[src/rtl/gate_pkg.sv]
// Shared definitions for the 2-input gate sweep controller: gate encodings,
// expected truth tables and the sequencer state type.
package gate_pkg;

    // gate_sel encodings; 6 and 7 are reserved
    localparam logic [2:0] GATE_AND  = 3'd0;
    localparam logic [2:0] GATE_OR   = 3'd1;
    localparam logic [2:0] GATE_NAND = 3'd2;
    localparam logic [2:0] GATE_NOR  = 3'd3;
    localparam logic [2:0] GATE_XOR  = 3'd4;
    localparam logic [2:0] GATE_XNOR = 3'd5;

    // Expected truth tables, bit k = Y for {A,B} = k
    localparam logic [3:0] EXP_AND  = 4'b1000;
    localparam logic [3:0] EXP_OR   = 4'b1110;
    localparam logic [3:0] EXP_NAND = 4'b0111;
    localparam logic [3:0] EXP_NOR  = 4'b0001;
    localparam logic [3:0] EXP_XOR  = 4'b0110;
    localparam logic [3:0] EXP_XNOR = 4'b1001;

    typedef enum logic [1:0] {
        ST_IDLE  = 2'd0,
        ST_APPLY = 2'd1,
        ST_CHECK = 2'd2
    } state_e;

    // True for the six defined gate encodings
    function automatic logic gate_sel_valid(input logic [2:0] sel);
        return (sel <= GATE_XNOR);
    endfunction

    // Expected table for a gate encoding; reserved encodings map to 0 and are
    // flagged separately through gate_sel_valid
    function automatic logic [3:0] expected_table(input logic [2:0] sel);
        case (sel)
            GATE_AND:  return EXP_AND;
            GATE_OR:   return EXP_OR;
            GATE_NAND: return EXP_NAND;
            GATE_NOR:  return EXP_NOR;
            GATE_XOR:  return EXP_XOR;
            GATE_XNOR: return EXP_XNOR;
            default:   return 4'b0000;
        endcase
    endfunction

endpackage

[src/rtl/gate_sweep_ctrl.sv]
// Sweeps all four {A,B} combinations onto a 2-input gate, samples Y after a
// settle time per vector, and checks the captured truth table against the
// expected table for the gate type latched at start.
module gate_sweep_ctrl
    import gate_pkg::*;
#(
    parameter int SETTLE_CYCLES = 2
) (
    input  logic       clk,
    input  logic       rst,
    input  logic       start,
    input  logic [2:0] gate_sel,
    output logic       A,
    output logic       B,
    input  logic       Y,
    output logic       busy,
    output logic       done,
    output logic       pass,
    output logic [3:0] truth_table,
    output logic [3:0] err_mask
);

    // Last settle count of a vector window; each vector is held SETTLE_CYCLES+1 cycles
    localparam logic [3:0] SETTLE_LAST = 4'(SETTLE_CYCLES);

    state_e     state_q, state_d;
    logic [2:0] sel_q, sel_d;
    logic [1:0] idx_q, idx_d;
    logic [3:0] cnt_q, cnt_d;
    logic       a_q, a_d;
    logic       b_q, b_d;
    logic       busy_q, busy_d;
    logic       done_q, done_d;
    logic       pass_q, pass_d;
    logic [3:0] tt_q, tt_d;
    logic [3:0] err_q, err_d;

    // Next-state and registered-output logic for the IDLE/APPLY/CHECK sequencer
    always_comb begin
        // NOTE: every signal gets a default first so no path leaves one unassigned and infers a latch.
        state_d = state_q;
        sel_d   = sel_q;
        idx_d   = idx_q;
        cnt_d   = cnt_q;
        a_d     = a_q;
        b_d     = b_q;
        busy_d  = busy_q;
        done_d  = 1'b0;
        pass_d  = pass_q;
        tt_d    = tt_q;
        err_d   = err_q;

        case (state_q)
            ST_IDLE: begin
                if (start) begin
                    sel_d   = gate_sel;
                    tt_d    = 4'b0000;
                    err_d   = 4'b0000;
                    pass_d  = 1'b0;
                    idx_d   = 2'd0;
                    cnt_d   = 4'd0;
                    a_d     = 1'b0;
                    b_d     = 1'b0;
                    busy_d  = 1'b1;
                    state_d = ST_APPLY;
                end
            end

            ST_APPLY: begin
                if (cnt_q == SETTLE_LAST) begin
                    // Last cycle of this vector's window: capture Y
                    tt_d[idx_q] = Y;
                    cnt_d       = 4'd0;
                    if (idx_q == 2'd3) begin
                        a_d     = 1'b0;
                        b_d     = 1'b0;
                        busy_d  = 1'b0;
                        done_d  = 1'b1;
                        idx_d   = 2'd0;
                        // Compare uses tt_d so the vector-3 sample is included
                        err_d   = gate_sel_valid(sel_q) ? (tt_d ^ expected_table(sel_q)) : 4'hF;
                        pass_d  = (err_d == 4'b0000);
                        state_d = ST_CHECK;
                    end else begin
                        idx_d = idx_q + 2'd1;
                        a_d   = idx_d[1];
                        b_d   = idx_d[0];
                    end
                end else begin
                    cnt_d = cnt_q + 4'd1;
                end
            end

            ST_CHECK: begin
                // done is high for this one cycle; start here is dropped
                state_d = ST_IDLE;
            end

            default: state_d = ST_IDLE;
        endcase
    end

    // State and output registers with synchronous reset that overrides everything
    always_ff @(posedge clk) begin
        // NOTE: sequential state uses non-blocking assignments so all flops update from pre-edge values.
        if (rst) begin
            state_q <= ST_IDLE;
            sel_q   <= 3'd0;
            idx_q   <= 2'd0;
            cnt_q   <= 4'd0;
            a_q     <= 1'b0;
            b_q     <= 1'b0;
            busy_q  <= 1'b0;
            done_q  <= 1'b0;
            pass_q  <= 1'b0;
            tt_q    <= 4'b0000;
            err_q   <= 4'b0000;
        end else begin
            state_q <= state_d;
            sel_q   <= sel_d;
            idx_q   <= idx_d;
            cnt_q   <= cnt_d;
            a_q     <= a_d;
            b_q     <= b_d;
            busy_q  <= busy_d;
            done_q  <= done_d;
            pass_q  <= pass_d;
            tt_q    <= tt_d;
            err_q   <= err_d;
        end
    end

    assign A           = a_q;
    assign B           = b_q;
    assign busy        = busy_q;
    assign done        = done_q;
    assign pass        = pass_q;
    assign truth_table = tt_q;
    assign err_mask    = err_q;

endmodule

[config.mk]
export PLATFORM = sky130hd
export DESIGN_NAME = gate_sweep_ctrl
export DESIGN_NICKNAME = d
export VERILOG_FILES = /design/src/rtl/gate_pkg.sv /design/src/rtl/gate_sweep_ctrl.sv
export SDC_FILE = /design/constraint.sdc
export NUM_CORES = 1
export LEC_CHECK = 0
export CORE_UTILIZATION = 30
export CTS_CLUSTER_DIAMETER = 40
export DETAILED_ROUTE_END_ITERATION = 8
export SLEW_MARGIN = 20
export SYNTH_ARGS = -nofsm -noshare
export SYNTH_HDL_FRONTEND = slang
export SYNTH_SLANG_ARGS = --single-unit
[constraint.sdc]
create_clock -name clk -period 3.88 [get_ports clk]
set_input_delay 0.388 -clock clk [delete_from_list [all_inputs] [get_ports clk]]
set_output_delay 0.388 -clock clk [all_outputs]
set_load 0.01 [all_outputs]
Word level (Yosys, flattened, before mapping) --
Cells that the tools add are included.
Word-level totals: output and inout port bits 13, flip-flop bits (word level) 24, input bits 7
Cells by class: bitwise logic cells 3, $add $sub $neg 2, magnitude comparators 3, muxes and demuxes 39, reduce and logical (&&, ||, !) cells 11, equality and inequality tests 11
Operators with widths (number):
- 4-bit 2-to-1 mux | 9
- 4-bit case mux with 2 select lines | 3
- 4-bit case mux with 6 select lines | 1
- 1-bit 2-to-1 mux | 12
- 2-bit 2-to-1 mux | 6
- 1-bit case mux with 2 select lines | 4
- 2-bit case mux with 2 select lines | 2
- 3-bit by 2-bit == test with 1-bit output (second input constant) | 2
- 3-bit == test (second input constant) | 2
- 2-bit inequality test (second input constant) | 3
- 3-bit AND reduction | 2
- 4-bit by 1-bit adder with 4-bit output (second input constant) | 1
- 4-bit bitwise mux | 1
- 4-bit by 2-bit == test with 1-bit output (second input constant) | 1
- 4-bit logical NOT | 1
- 2-bit AND reduction | 2
- 4-bit AND reduction | 1
- 4-bit XOR | 1
- 3-bit by 1-bit == test with 1-bit output (second input constant) | 1
- 3-bit <= comparator (second input constant) | 1
- 3-bit logical NOT | 1
- 2-bit by 3-bit less-than comparator with 1-bit output (second input constant) | 1
- 3-bit OR reduction | 1
- 2-bit by 1-bit adder with 2-bit output (second input constant) | 1
- other kinds (8) | 9

Depth between registers and ports, before layout --
Gate-level depths: netlist of the first run.
word-level depth 11, gate-level depth with buffers 8, mapped depth without buffers 7

Least setup slack after synthesis of the first run --
Ideal clock, no wire load.
path type register to register, start register idx_q[0], end register pass_q (netlist: pass), setup time 0.117 ns, arrival time 1.573 ns, cell stages (with the launch flop) 8, slack 2.190 ns, required time 3.763 ns, cell sequence dfxtp_1 > inv_1 > ha_1 > mux2i_1 > xnor2_1 > mux2i_1 > nor4b_2 > a32o_1
On the way: word-level cells in the longest chain between the ends 11, elaborated cells between the ends (all ways) 15, classes of those cells order compare: 2; eq/ne: 2; mux: 7; bitwise: 1; reduce/logical: 3
RTL lines:
- start: declaration | line gate_sweep_ctrl.sv:28 | logic [1:0] idx_q, idx_d;
- start signal: assignment | line gate_sweep_ctrl.sv:121 | idx_q <= idx_d;
- 2-bit by 3-bit less-than comparator with 1-bit output (implied by the code) / 2-bit by 1-bit >= comparator with 1-bit output (equally long branches) | line gate_sweep_ctrl.sv:72 | tt_d[idx_q] = Y;
- 1-bit logical AND (implied by the code) | line gate_sweep_ctrl.sv:72
- 1-bit 2-to-1 mux (implied by the code) | line gate_sweep_ctrl.sv:72
- 1-bit demux with 2-bit select | line gate_sweep_ctrl.sv:72
- 4-bit bitwise mux | line gate_sweep_ctrl.sv:72
- 4-bit XOR | line gate_sweep_ctrl.sv:81 | err_d = gate_sel_valid(sel_q) ? (tt_d ^ expected_table(sel_q)) : 4'hF;
- 4-bit 2-to-1 mux | line gate_sweep_ctrl.sv:81
- 4-bit logical NOT | line gate_sweep_ctrl.sv:82 | pass_d = (err_d == 4'b0000);
- 1-bit 2-to-1 mux | line gate_sweep_ctrl.sv:74 | if (idx_q == 2'd3) begin
- 1-bit 2-to-1 mux | line gate_sweep_ctrl.sv:70 | if (cnt_q == SETTLE_LAST) begin
- 1-bit case mux with 2 select lines | line gate_sweep_ctrl.sv:53 | case (state_q)
- end signal: assignment | line gate_sweep_ctrl.sv:127 | pass_q <= pass_d;
- end: declaration | line gate_sweep_ctrl.sv:34 | logic pass_q, pass_d;
Several ways; a longest one is shown, not always the timed one. The select of a mux whose other input is x is not followed. A chain may end at the register's enable or synchronous reset.

Worst setup path after layout of the first run --
start register idx_q[1], end register err_q[3] (netlist: err_mask[3])
On the way: word-level cells in the longest chain between the ends 10, elaborated cells between the ends (all ways) 14, classes of those cells order compare: 2; eq/ne: 2; mux: 7; bitwise: 1; reduce/logical: 2
RTL lines:
- 2-bit by 3-bit less-than comparator with 1-bit output (implied by the code) / 2-bit by 1-bit >= comparator with 1-bit output (equally long branches) | line gate_sweep_ctrl.sv:72
- 1-bit logical AND (implied by the code) | line gate_sweep_ctrl.sv:72
- 1-bit 2-to-1 mux (implied by the code) | line gate_sweep_ctrl.sv:72
- 1-bit demux with 2-bit select | line gate_sweep_ctrl.sv:72
- 4-bit bitwise mux | line gate_sweep_ctrl.sv:72
- 4-bit XOR | line gate_sweep_ctrl.sv:81
- 4-bit 2-to-1 mux | line gate_sweep_ctrl.sv:81
- 4-bit 2-to-1 mux | line gate_sweep_ctrl.sv:74
- 4-bit 2-to-1 mux | line gate_sweep_ctrl.sv:70
- 4-bit case mux with 2 select lines | line gate_sweep_ctrl.sv:53
- end signal: assignment | line gate_sweep_ctrl.sv:129 | err_q <= err_d;
- end: declaration | line gate_sweep_ctrl.sv:36 | logic [3:0] err_q, err_d;
Several ways; a longest one is shown, not always the timed one. The select of a mux whose other input is x is not followed.

==> summary.md, run 1 <==
| Metric | Value |
|---|---|
| Post-cts repair resize count | 0 |
| Via count | 967 |
| Synth Area in Compound Gates | 13.4% |
| Setup TNS | 0 ns |
| Final Hold Viols | 0 |
| Buffers added on ports | 19 |
| Average routed wire per standard cell | 13.0 um |
| Register cell area after layout | around 440 um^2 |
| Number of violations reported at the end of detailed-routing iteration 0 | 32 |
| Deepest clock path buffer count | 2 |
| Setup violators final | 0 |
| Kind of end point of the critical path | register |
| Die outline height | between 60 and 70 um |
| Simple-gate share of the synthesized area | about a quarter |
| Number of global-route vias before repair | 946 |
| Xor and xnor area share after synthesis | 3.74% |
| Beginning of the worst hold path | err_mask[1] |
| Most common library cell in the layout ignoring fill and taps | sky130_fd_sc_hd__dfxtp_1 |
| Total half-perimeter wirelength after legalization and detailed placement | between 1.5 and 2 mm |
| Final Hold Slack | 0.491 ns |
| Path type of the worst setup path | reg2reg |
| Mean Syn Cell Area | 8.94 um^2 |
| Clock transition at path regs | around 0.080 ns |
| Synth Register Bits | 22 |
| RSZ-0062 raised after global routing | false |
| Clock insertion delay at the later pin of the skew report | 0.26 ns |
| Via-per-instance ratio | between 4 and 5 |
| Total count of max-transition violations in the final report | 0 |
| Highest clock rate | 0.523 GHz |
| Total power divided by cell area | 333 nW/um^2 |
| Number of max-capacitance violations reported | 0 |
| Final min period | 1.91 ns |
| Worst slew pin tran | 0.732 ns |
| Antenna-violating nets left | 0 |
| Final routed wirelength across all metal layers | 2.54 mm |
| Reg-to-reg setup timing slack | 1.97 ns |
| Fill cell count | 404 |
| Synth cell types | 38 |
| Synth-to-Final Area Change | 23.4% |
| Ordered list of cells on the worst path | ha_1 -> mux2i_1 -> xor2_1 -> o22ai_1 -> a2bb2oi_1 -> nor2_1 |
| Max FO, Critical Path | 8 |
| Worst max-slew margin expressed relative to the limit | 51.0% |
| Cell type with the highest aggregate area in the netlist | sky130_fd_sc_hd__dfxtp_1 |
| Post-layout net count | 161 |
| Depth of the worst register-to-register path | 6 |
| CTS Buf Count | 3 |
| H-tree depth reported by CTS | 1 |
| Multi-input combinational cell area | 673 um^2 |
| Fin Clk Skew | 0.00734 ns |
| Number of antenna violations at the first check in global routing | 0 |
| Cell area after placement | 1390 um^2 |
| Final critical-path share of the clock period | 49.3% |
| Area of the core region | 3720 um^2 |
| Hold-fix buffers at CTS | 0 |
| Post-route cell area | 1450 um^2 |
| Die area | 4160 um^2 |
| I/O pins | 20 |
| Endpoint of the most critical register-to-register path | err_mask[3] |
| Worst Hold Path EP | err_mask[1] |
| Setup Fix Bufs, Post-CTS | 0 |
| Main area contributors after synthesis | sky130_fd_sc_hd__dfxtp_1, sky130_fd_sc_hd__mux2i_1, sky130_fd_sc_hd__ha_1 |
| Maximum single-stage delay on the critical path | approximately 0.42 ns |
| Netlist area before placement | approximately 1200 um^2 |
| Clk root buf | sky130_fd_sc_hd__clkbuf_8 |
| Count of clock tree sinks | 22 |
| Beginning of the worst register-to-register path | idx_q[1] |
| Portion of synthesized cell area occupied by the leading cell type | between 30% and 40% |
| Drc violations | 0 |
| Arrival time at the worst endpoint | 2.04 ns |
| Initial Util | 31.5% |
| Status | complete, no violations |
| Path type of the worst min-delay path | reg2reg |
| Cells after synthesis | 131 |
| Static power due to leakage | 0.562 nW |
| TritonCTS clock tree | built |
| Arithmetic-cell share of the synthesized area counting full adders, half adders and majority gates | 6.41% |
| Leading cell types in the layout, fill and taps excluded | sky130_fd_sc_hd__dfxtp_1, sky130_fd_sc_hd__nor2_1, sky130_fd_sc_hd__clkdlybuf4s50_1, sky130_fd_sc_hd__mux2i_1, sky130_fd_sc_hd__nand2_1 |
| Count of synthesis-stage warnings from yosys | 0 |
| Total Routing Usage GR | approximately an eighth |
| Die extent in x | 64.5 um |
| Largest family of logic cells by synthesized area | simple AND/OR/NAND/NOR gates |
| Maximum number of pins on one net before global-route repair | 21 |
| Row Count | 22 |
| Global placement routability congestion | 0.771 |
| Fraction of synthesized area in multiplexers | 9.51% |
| Max IR drop VDD | 0.142 mV |
| Global-route wire length before repair | around 4.2 mm |
| CP Launch Type | register |
| CP max stage cell | sky130_fd_sc_hd__dfxtp_1 |
| Worst Hold Depth | 2 |
| Residual overflow from global routing | 0 |
| Critical path required time | roughly 4.0 ns |
| Ant. Diodes | 0 |
| Ratio of cells with drive above 1 in the final layout | a little under 9% |
| Final core utilization | 38.9% |
| Post-Syn Nets | around 140 |
| First-pass DRT Iterations | 4 |
| Sequential share of the synthesized area | 37.6% |
-- synthesized netlist by cell type --
master                       n
sky130_fd_sc_hd__nor4b_2     1
sky130_fd_sc_hd__xnor2_1     2
sky130_fd_sc_hd__nor2_8      1
sky130_fd_sc_hd__nand4_1     1
sky130_fd_sc_hd__clkbuf_2    1
sky130_fd_sc_hd__o22ai_1     1
sky130_fd_sc_hd__nor2_1     20
sky130_fd_sc_hd__nand2b_4    1
sky130_fd_sc_hd__nor2b_1     2
sky130_fd_sc_hd__nor3b_1     1
sky130_fd_sc_hd__a311oi_1    1
sky130_fd_sc_hd__nand2_1    10
sky130_fd_sc_hd__ha_1        6
sky130_fd_sc_hd__mux2_2      1
sky130_fd_sc_hd__a32oi_1     3
sky130_fd_sc_hd__a32o_1      1
sky130_fd_sc_hd__xor2_1      3
sky130_fd_sc_hd__nand3_4     1
sky130_fd_sc_hd__a21oi_1     9
sky130_fd_sc_hd__a2bb2oi_1   1
sky130_fd_sc_hd__mux2i_1    10
sky130_fd_sc_hd__or3b_4      1
sky130_fd_sc_hd__a21o_1      1
sky130_fd_sc_hd__nand3b_1    1
sky130_fd_sc_hd__buf_2       3
sky130_fd_sc_hd__buf_1       1
sky130_fd_sc_hd__dfxtp_1    22
sky130_fd_sc_hd__nor3_1      1
sky130_fd_sc_hd__a211oi_1    1
sky130_fd_sc_hd__a41oi_1     1
sky130_fd_sc_hd__nor2_2      1
sky130_fd_sc_hd__nor3b_2     2
sky130_fd_sc_hd__a22oi_1     1
sky130_fd_sc_hd__nand3_1     4
sky130_fd_sc_hd__or3_1       1
sky130_fd_sc_hd__o21ai_0     4
sky130_fd_sc_hd__inv_1       7
sky130_fd_sc_hd__clkbuf_1    2
-- critical path, delay by kind of cell (launching register included) --
kind | cells | cell delay (ns)
AND/OR/NAND/NOR | 1 | 0.05
XOR/XNOR | 1 | 0.11
AO/OA/AOI/OAI | 2 | 0.43
adder cells (fa/ha/maj) | 1 | 0.41
multiplexers | 1 | 0.36
flip-flops | 1 | 0.42
-- worst max-delay path by stage --
stage,startpoint,to,slack [ns],cells after the start
finish,idx_q[1],err_mask[3],1.97,6
global route,idx_q[0],err_mask[3],1.77,6
CTS,idx_q[1],err_mask[3],1.97,6
detailed placement,rst,pass,1.83,5
global placement,Y,pass,1.88,6
floorplan,idx_q[0],pass,2.19,7
-- area by class of cell --
class	instances	share of cell area, %
Timing Repair Buffer	19	13.2
Inverter	7	1.82
Clock buffer	4	3.81
Multi-Input combinational cell	95	46.6
Sequential cell	22	30.5
Tap cell	48	4.16
-- cell families (layout without fill, tap and decap cells) --
logic type | Yosys count | after routing
simple gates | 49 | 49
compound gates | 24 | 24
flops | 22 | 22
buf+inv | 14 | 30
mux | 11 | 11
fa+ha+maj | 6 | 6
xor+xnor | 5 | 5
-- registers in the layout, summed over array words and instances (netlist names) --
register,flops
cnt_q,4
sel_q,3
truth_table,4
state_q,2
busy,1
err_mask,4
idx_q,2
done,1
pass,1
-- power breakdown --
part           leakage (nW)  total, mW  internal [mW]  switching (mW)
registers             0.179      0.243          0.233          0.0107
logic                 0.355     0.0748         0.0335          0.0413
clock network        0.0288      0.164         0.0904          0.0732
total                 0.562      0.482          0.356           0.125
-- metal layers --
metal  up-vias  part of all wire, %  global-route usage, %
met5         -                    0                      0
met1       447                   45                   15.1
met2        31                   49                   23.3
met4         0                  1.4                   5.00
li1        484                    -                      -
met3         5                  5.2                   2.82
-- through the flow --
step                total power, mW  cells  setup slack, ns
global placement              0.320    191             1.88
global route                  0.506    195             1.77
floorplan                     0.302    131             2.19
finish                        0.482    195             1.97
CTS                           0.488    195             1.97
detailed placement            0.324    191             1.83
(Power assumes the default switching activity.)
==> run 2: changes to the inputs <==
Clock period 3.88 ns to 1.8 ns, I/O delays scaled along.
==> run 2 against run 1 <==
Compared with the run above:
- combinational power increased to 2.6 times the previous value
- worst hold slack got worse by 0.0097 ns
- largest power group unchanged
- design area is 6.9% higher
- first-iteration DRC count down 41%
- sequential share of layout area shrank 1.9 points
- global-route usage rose by 0.26 points
- die area unchanged
- sequential power increased by 110%
==> summary.md, run 2 (synthesis gave the netlist of run 1 again) <==
| Metric | Value |
|---|---|
| Static power due to leakage | roughly 0.6 nW |
| Status | complete, no violations |
| Kind of end point of the critical path | register |
| Average routed wire per standard cell | 12.5 um |
| Maximum single-stage delay on the critical path | 0.47 ns |
| Number of global-route vias before repair | 1003 |
| Number of max-capacitance violations reported | 0 |
| Total half-perimeter wirelength after legalization and detailed placement | 1.96 mm |
| Path type of the worst setup path | reg2reg |
| Final min period | ~1.7 ns |
| I/O pins | 20 |
| Number of cells in the finished layout apart from fillers | 205 |
| Residual overflow from global routing | 0 |
| Synth-to-Final Area Change | 31.9% |
| Fin Clk Skew | 0.00348 ns |
| Deepest clock path buffer count | 2 |
| Initial Util | 31.5% |
| Post-route total power | 1.02 mW |
| Leading cell types in the layout, fill and taps excluded | sky130_fd_sc_hd__dfxtp_1, sky130_fd_sc_hd__nor2_1, sky130_fd_sc_hd__clkdlybuf4s50_1, sky130_fd_sc_hd__buf_4, sky130_fd_sc_hd__nand2_1 |
| Via-per-instance ratio | 4.91 |
| TritonCTS clock tree | built |
| Maximum number of pins on one net before global-route repair | 20 |
| Total power divided by cell area | roughly 660 nW/um^2 |
| Register cell area after layout | 442 um^2 |
| Fill cell count | 382 |
| Final critical-path share of the clock period | 94.3% |
| Most common library cell in the layout ignoring fill and taps | sky130_fd_sc_hd__dfxtp_1 |
| CP max stage cell | sky130_fd_sc_hd__or3_1 |
| Total count of max-transition violations in the final report | 0 |
| Number of violations reported at the end of detailed-routing iteration 0 | 19 |
| Setup violators final | 0 |
| Final routed wirelength across all metal layers | 2.57 mm |
| Global-route wire length before repair | 4.28 mm |
| Max FO, Critical Path | 7 |
| Clk root buf | sky130_fd_sc_hd__clkbuf_8 |
| Die outline height | 64.5 um |
| H-tree depth reported by CTS | 1 |
| Number of antenna violations at the first check in global routing | 0 |
| Area of the core region | 3720 um^2 |
| Row Count | 22 |
| Ordered list of cells on the worst path | inv_1 -> ha_1 -> nor3b_2 -> nor2_2 -> or3_1 -> a32o_1 |
| Worst slew pin tran | approximately 0.24 ns |
| Clock transition at path regs | 0.07 ns |
| Buffers added on ports | 19 |
| Highest clock rate | between 0.5 and 0.6 GHz |
| Path type of the worst min-delay path | reg2reg |
| Post-route cell area | 1550 um^2 |
| Via count | between 1000 and 1500 |
| Cell area after placement | 1470 um^2 |
| First-pass DRT Iterations | 4 |
| Global placement routability congestion | 0.768 |
| Ratio of cells with drive above 1 in the final layout | roughly 20% |
| CTS Buf Count | 3 |
| Antenna-violating nets left | 0 |
| Critical path required time | just under 2 ns |
| Max IR drop VDD | 0.303 mV |
| Clock insertion delay at the later pin of the skew report | 0.26 ns |
| Number of placed instances with taps included | ~200 |
| Arrival time at the worst endpoint | between 1.5 and 2 ns |
| Multi-input combinational cell area | between 700 and 800 um^2 |
| Die area | 4160 um^2 |
| CP Launch Type | register |
| Ant. Diodes | 0 |
| Final Hold Viols | 0 |
| Drc violations | 0 |
| Worst max-slew margin expressed relative to the limit | a little over four fifths |
| Total Routing Usage GR | 13.3% |
| Count of clock tree sinks | 22 |
| Post-layout net count | approximately 170 |
| Die extent in x | 64.5 um |
## run 2: final cells by class
type | count | share of cell area (%)
Clock buffer | 3 | 2.67
Timing Repair Buffer | 30 | 17.7
Inverter | 7 | 1.70
Multi-Input combinational cell | 95 | 45.5
Sequential cell | 22 | 28.6
Tap cell | 48 | 3.89
## run 2: path summary, 6_finish.rpt
path	start	cells past startpoint	to	slack (ns)
max	cnt_q[0]	6	pass	0.10
min	err_mask[1]	2	err_mask[1]	0.48
max reg2reg	cnt_q[0]	6	pass	0.10
min reg2reg	err_mask[1]	2	err_mask[1]	0.48
## run 2: power breakdown
| group | internal (mW) | switching, mW | leakage, nW | total (mW) |
|---|---|---|---|---|
| Clock | 0.149 | 0.154 | 0.0216 | 0.303 |
| Sequential | 0.501 | 0.0168 | 0.179 | 0.518 |
| Combinational | 0.0929 | 0.100 | 0.412 | 0.193 |
| Total | 0.744 | 0.271 | 0.613 | 1.02 |
## run 2: worst max-delay path: cells and delay by family, from the launching register on
family | cells | cell delay (ns)
simple gates | 3 | 0.76
buf+inv | 1 | 0.05
flops | 1 | 0.31
fa+ha+maj | 1 | 0.16
compound gates | 1 | 0.31
## run 2: timing repair
action | in CTS | in global routing
hold buffers | 0 | 0
buffers inserted | 0 | 0
hold endpoints to repair | 0 | 0
resized for setup | 0 | 9
setup endpoints to repair | 0 | 4
## run 2: per-layer routing
layer	up-vias	track usage (%)	wire, um
met2	25	22.0	1200
met5	-	0	0
met1	471	15.9	1210
met3	5	3.52	113
met4	0	6.39	46
li1	505	-	-
## run 2: per-stage QoR
| step | TNS, ns | util [%] | hold slack, ns | setup WS (ns) |
|---|---|---|---|---|
| after floorplan | 0 | - | 0.327 | 0.110 |
| after global placement | 0 | 39.6 | 0.448 | 0.106 |
| after detailed placement | 0 | 39.6 | 0.477 | 0.0376 |
| after CTS | 0 | 40.7 | 0.491 | 0.0305 |
| after global routing | -0.00834 | 41.6 | 0.502 | -0.00834 |
| final | 0 | 41.6 | 0.481 | 0.102 |
==> run 3: changes to the inputs <==
Settings changed: CTS_CLUSTER_DIAMETER 40 to default, GPL_TIMING_DRIVEN from default to 0.
==> run 3 against run 2 <==
Compared with the run above:
- sequential power about the same
- final cell count is 0.49% lower
- die area unchanged
==> summary.md, run 3 (synthesis gave the netlist of run 1 again) <==
| Metric | Value |
|---|---|
| Busiest layer in global routing | met2 |
| Initial Util | 31.5% |
| Number of max-capacitance violations reported | 0 |
| TritonCTS clock tree | built |
| GR Util met2 | 24.1% |
| Setup violators final | 0 |
| Die area | 4160 um^2 |
| Number of antenna violations at the first check in global routing | 0 |
| Beginning of the worst register-to-register path | cnt_q[0] |
| Die outline height | roughly 64 um |
| Count of clock tree sinks | 22 |
| Total power divided by cell area | 744 nW/um^2 |
| Deepest clock path buffer count | 2 |
| Drc violations | 0 |
| Fill cell count | roughly 360 |
| Worst max-slew margin expressed relative to the limit | 62.3% |
| Max FO, Critical Path | 7 |
| Clock insertion delay at the later pin of the skew report | 0.27 ns |
| Final routed wirelength across all metal layers | roughly 2.8 mm |
| Number of violations reported at the end of detailed-routing iteration 0 | 23 |
| Kind of end point of the critical path | register |
| Fin Clk Skew | approximately 0.0064 ns |
| Ratio of cells with drive above 1 in the final layout | 23.7% |
| Average routed wire per standard cell | around 14 um |
| Path type of the worst setup path | reg2reg |
| CP Launch Type | register |
| Global-route wire length before repair | 4.33 mm |
| Max IR drop VDD | approximately 0.32 mV |
| Critical path required time | 1.97 ns |
| Setup crit start | cnt_q[0] |
| Leading cell types in the layout, fill and taps excluded | sky130_fd_sc_hd__nor2_1, sky130_fd_sc_hd__dfxtp_1, sky130_fd_sc_hd__clkdlybuf4s50_1, sky130_fd_sc_hd__nand2_1 |
| Path type of the worst min-delay path | in2reg |
| Buffers added on ports | 18 |
| Total Routing Usage GR | 13.8% |
| Clock transition at path regs | approximately 0.090 ns |
| Maximum number of pins on one net before global-route repair | 14 |
| Number of cells in the finished layout apart from fillers | 204 |
| Antenna-violating nets left | 0 |
| Row Count | 22 |
| Setup TNS | 0 ns |
| Depth of the worst register-to-register path | 7 |
| Reg-to-reg setup timing slack | about 0.038 ns |
| Cell area after placement | about 1400 um^2 |
| Final min period | 1.76 ns |
| Final Hold Slack | 0.279 ns |
| Arrival time at the worst endpoint | between 1.5 and 2 ns |
| Worst slew pin tran | 0.564 ns |
| First-pass DRT Iterations | 4 |
| Post-route total power | 1.20 mW |
| Status | complete, no violations |
| Number of global-route vias before repair | 946 |
| Post-layout net count | 170 |
| H-tree depth reported by CTS | 1 |
| Final core utilization | a little over two fifths |
| Met1 usage in global routing | 16.0% |
| Total half-perimeter wirelength after legalization and detailed placement | 1.90 mm |
| Post-route cell area | 1610 um^2 |
| Met3 usage in global routing | 2.64% |
| Number of placed instances with taps included | ~200 |
| CTS Buf Count | 3 |
| Multi-input combinational cell area | 756 um^2 |
| Ant. Diodes | 0 |
| Via-per-instance ratio | 4.93 |
| Synth-to-Final Area Change | 37.5% |
| Hold-fix buffers at CTS | 0 |
| Final setup margin | around 0.038 ns |
| Total count of max-transition violations in the final report | 0 |
| Endpoint of the most critical register-to-register path | pass |
| Capturing instance or port of the critical path | pass |
| Final Hold Viols | 0 |
| Area of the core region | 3720 um^2 |
| Worst slack at placement | -0.0227 ns |
| Die extent in x | 64.5 um |
| Clk root buf | sky130_fd_sc_hd__clkbuf_8 |
| Via count | 1005 |
| I/O pins | 20 |
| Final critical-path share of the clock period | 97.9% |
| Highest clock rate | 0.568 GHz |
| Static power due to leakage | 0.620 nW |
| Register cell area after layout | 450 um^2 |
| Residual overflow from global routing | 0 |
| Global placement routability congestion | 0.802 |
| Most common library cell in the layout ignoring fill and taps | sky130_fd_sc_hd__nor2_1 |
==> run 3: cell types whose count changed in the layout (fill, tap and decap cells not counted), sizes merged <==
cell	previous run	this run
clkdlybuf4s50	19	18
clkbuf	3	6
bufinv	0	1
buf	11	7
==> run 3: worst min path at each step <==
stage	endpoint	depth (start not counted)	startpoint	slack, ns
2_1_floorplan	sel_q[0]	2	gate_sel[0]	0.33
3_3_place_gp	err_mask[1]	2	err_mask[1]	0.45
3_5_place_dp	err_mask[1]	2	err_mask[1]	0.46
4_1_cts	truth_table[2]	3	Y	0.27
5_1_grt	truth_table[2]	3	Y	0.28
6_report	truth_table[2]	3	Y	0.28
==> run 3: timing repair <==
action	4_1_cts	5_1_grt
setup endpoints to repair	2	8
gates resized for setup	4	27
buffers inserted	0	3
pin swaps	0	2
==> run 3: worst max-delay path, stage by stage, from the launching register on <==
cell	delay [ns]
sky130_fd_sc_hd__dfxtp_4	0.37
sky130_fd_sc_hd__inv_2	0.08
sky130_fd_sc_hd__ha_4	0.14
sky130_fd_sc_hd__nor3b_4	0.24
sky130_fd_sc_hd__nor2_4	0.07
sky130_fd_sc_hd__or3_4	0.37
sky130_fd_sc_hd__buf_6	0.14
sky130_fd_sc_hd__a32o_1	0.24
==> run 3: metal layers <==
| layer | routed length [um] | part of all wire [%] |
|---|---|---|
| met1 | 1280 | 46 |
| met4 | 78 | 2.8 |
| met3 | 91 | 3.3 |
| met5 | 0 | 0 |
| met2 | 1340 | 48 |
==> run 3: cell type report <==
class                   instances  share of cell area (%)
inverters                       7                    1.63
plain buffers                   7                    2.72
well taps                      48                    3.73
multi-input cells              95                    46.9
flip-flops and latches         22                    28.0
clock buffers                   3                    2.56
repair buffers                 21                    12.6
clock inverters                 1                    1.86
==> run 3: power by group <==
| part | switching, mW | internal, mW |
|---|---|---|
| Combinational | 0.111 | 0.0925 |
| Sequential | 0.0196 | 0.501 |
| Clock | 0.176 | 0.298 |
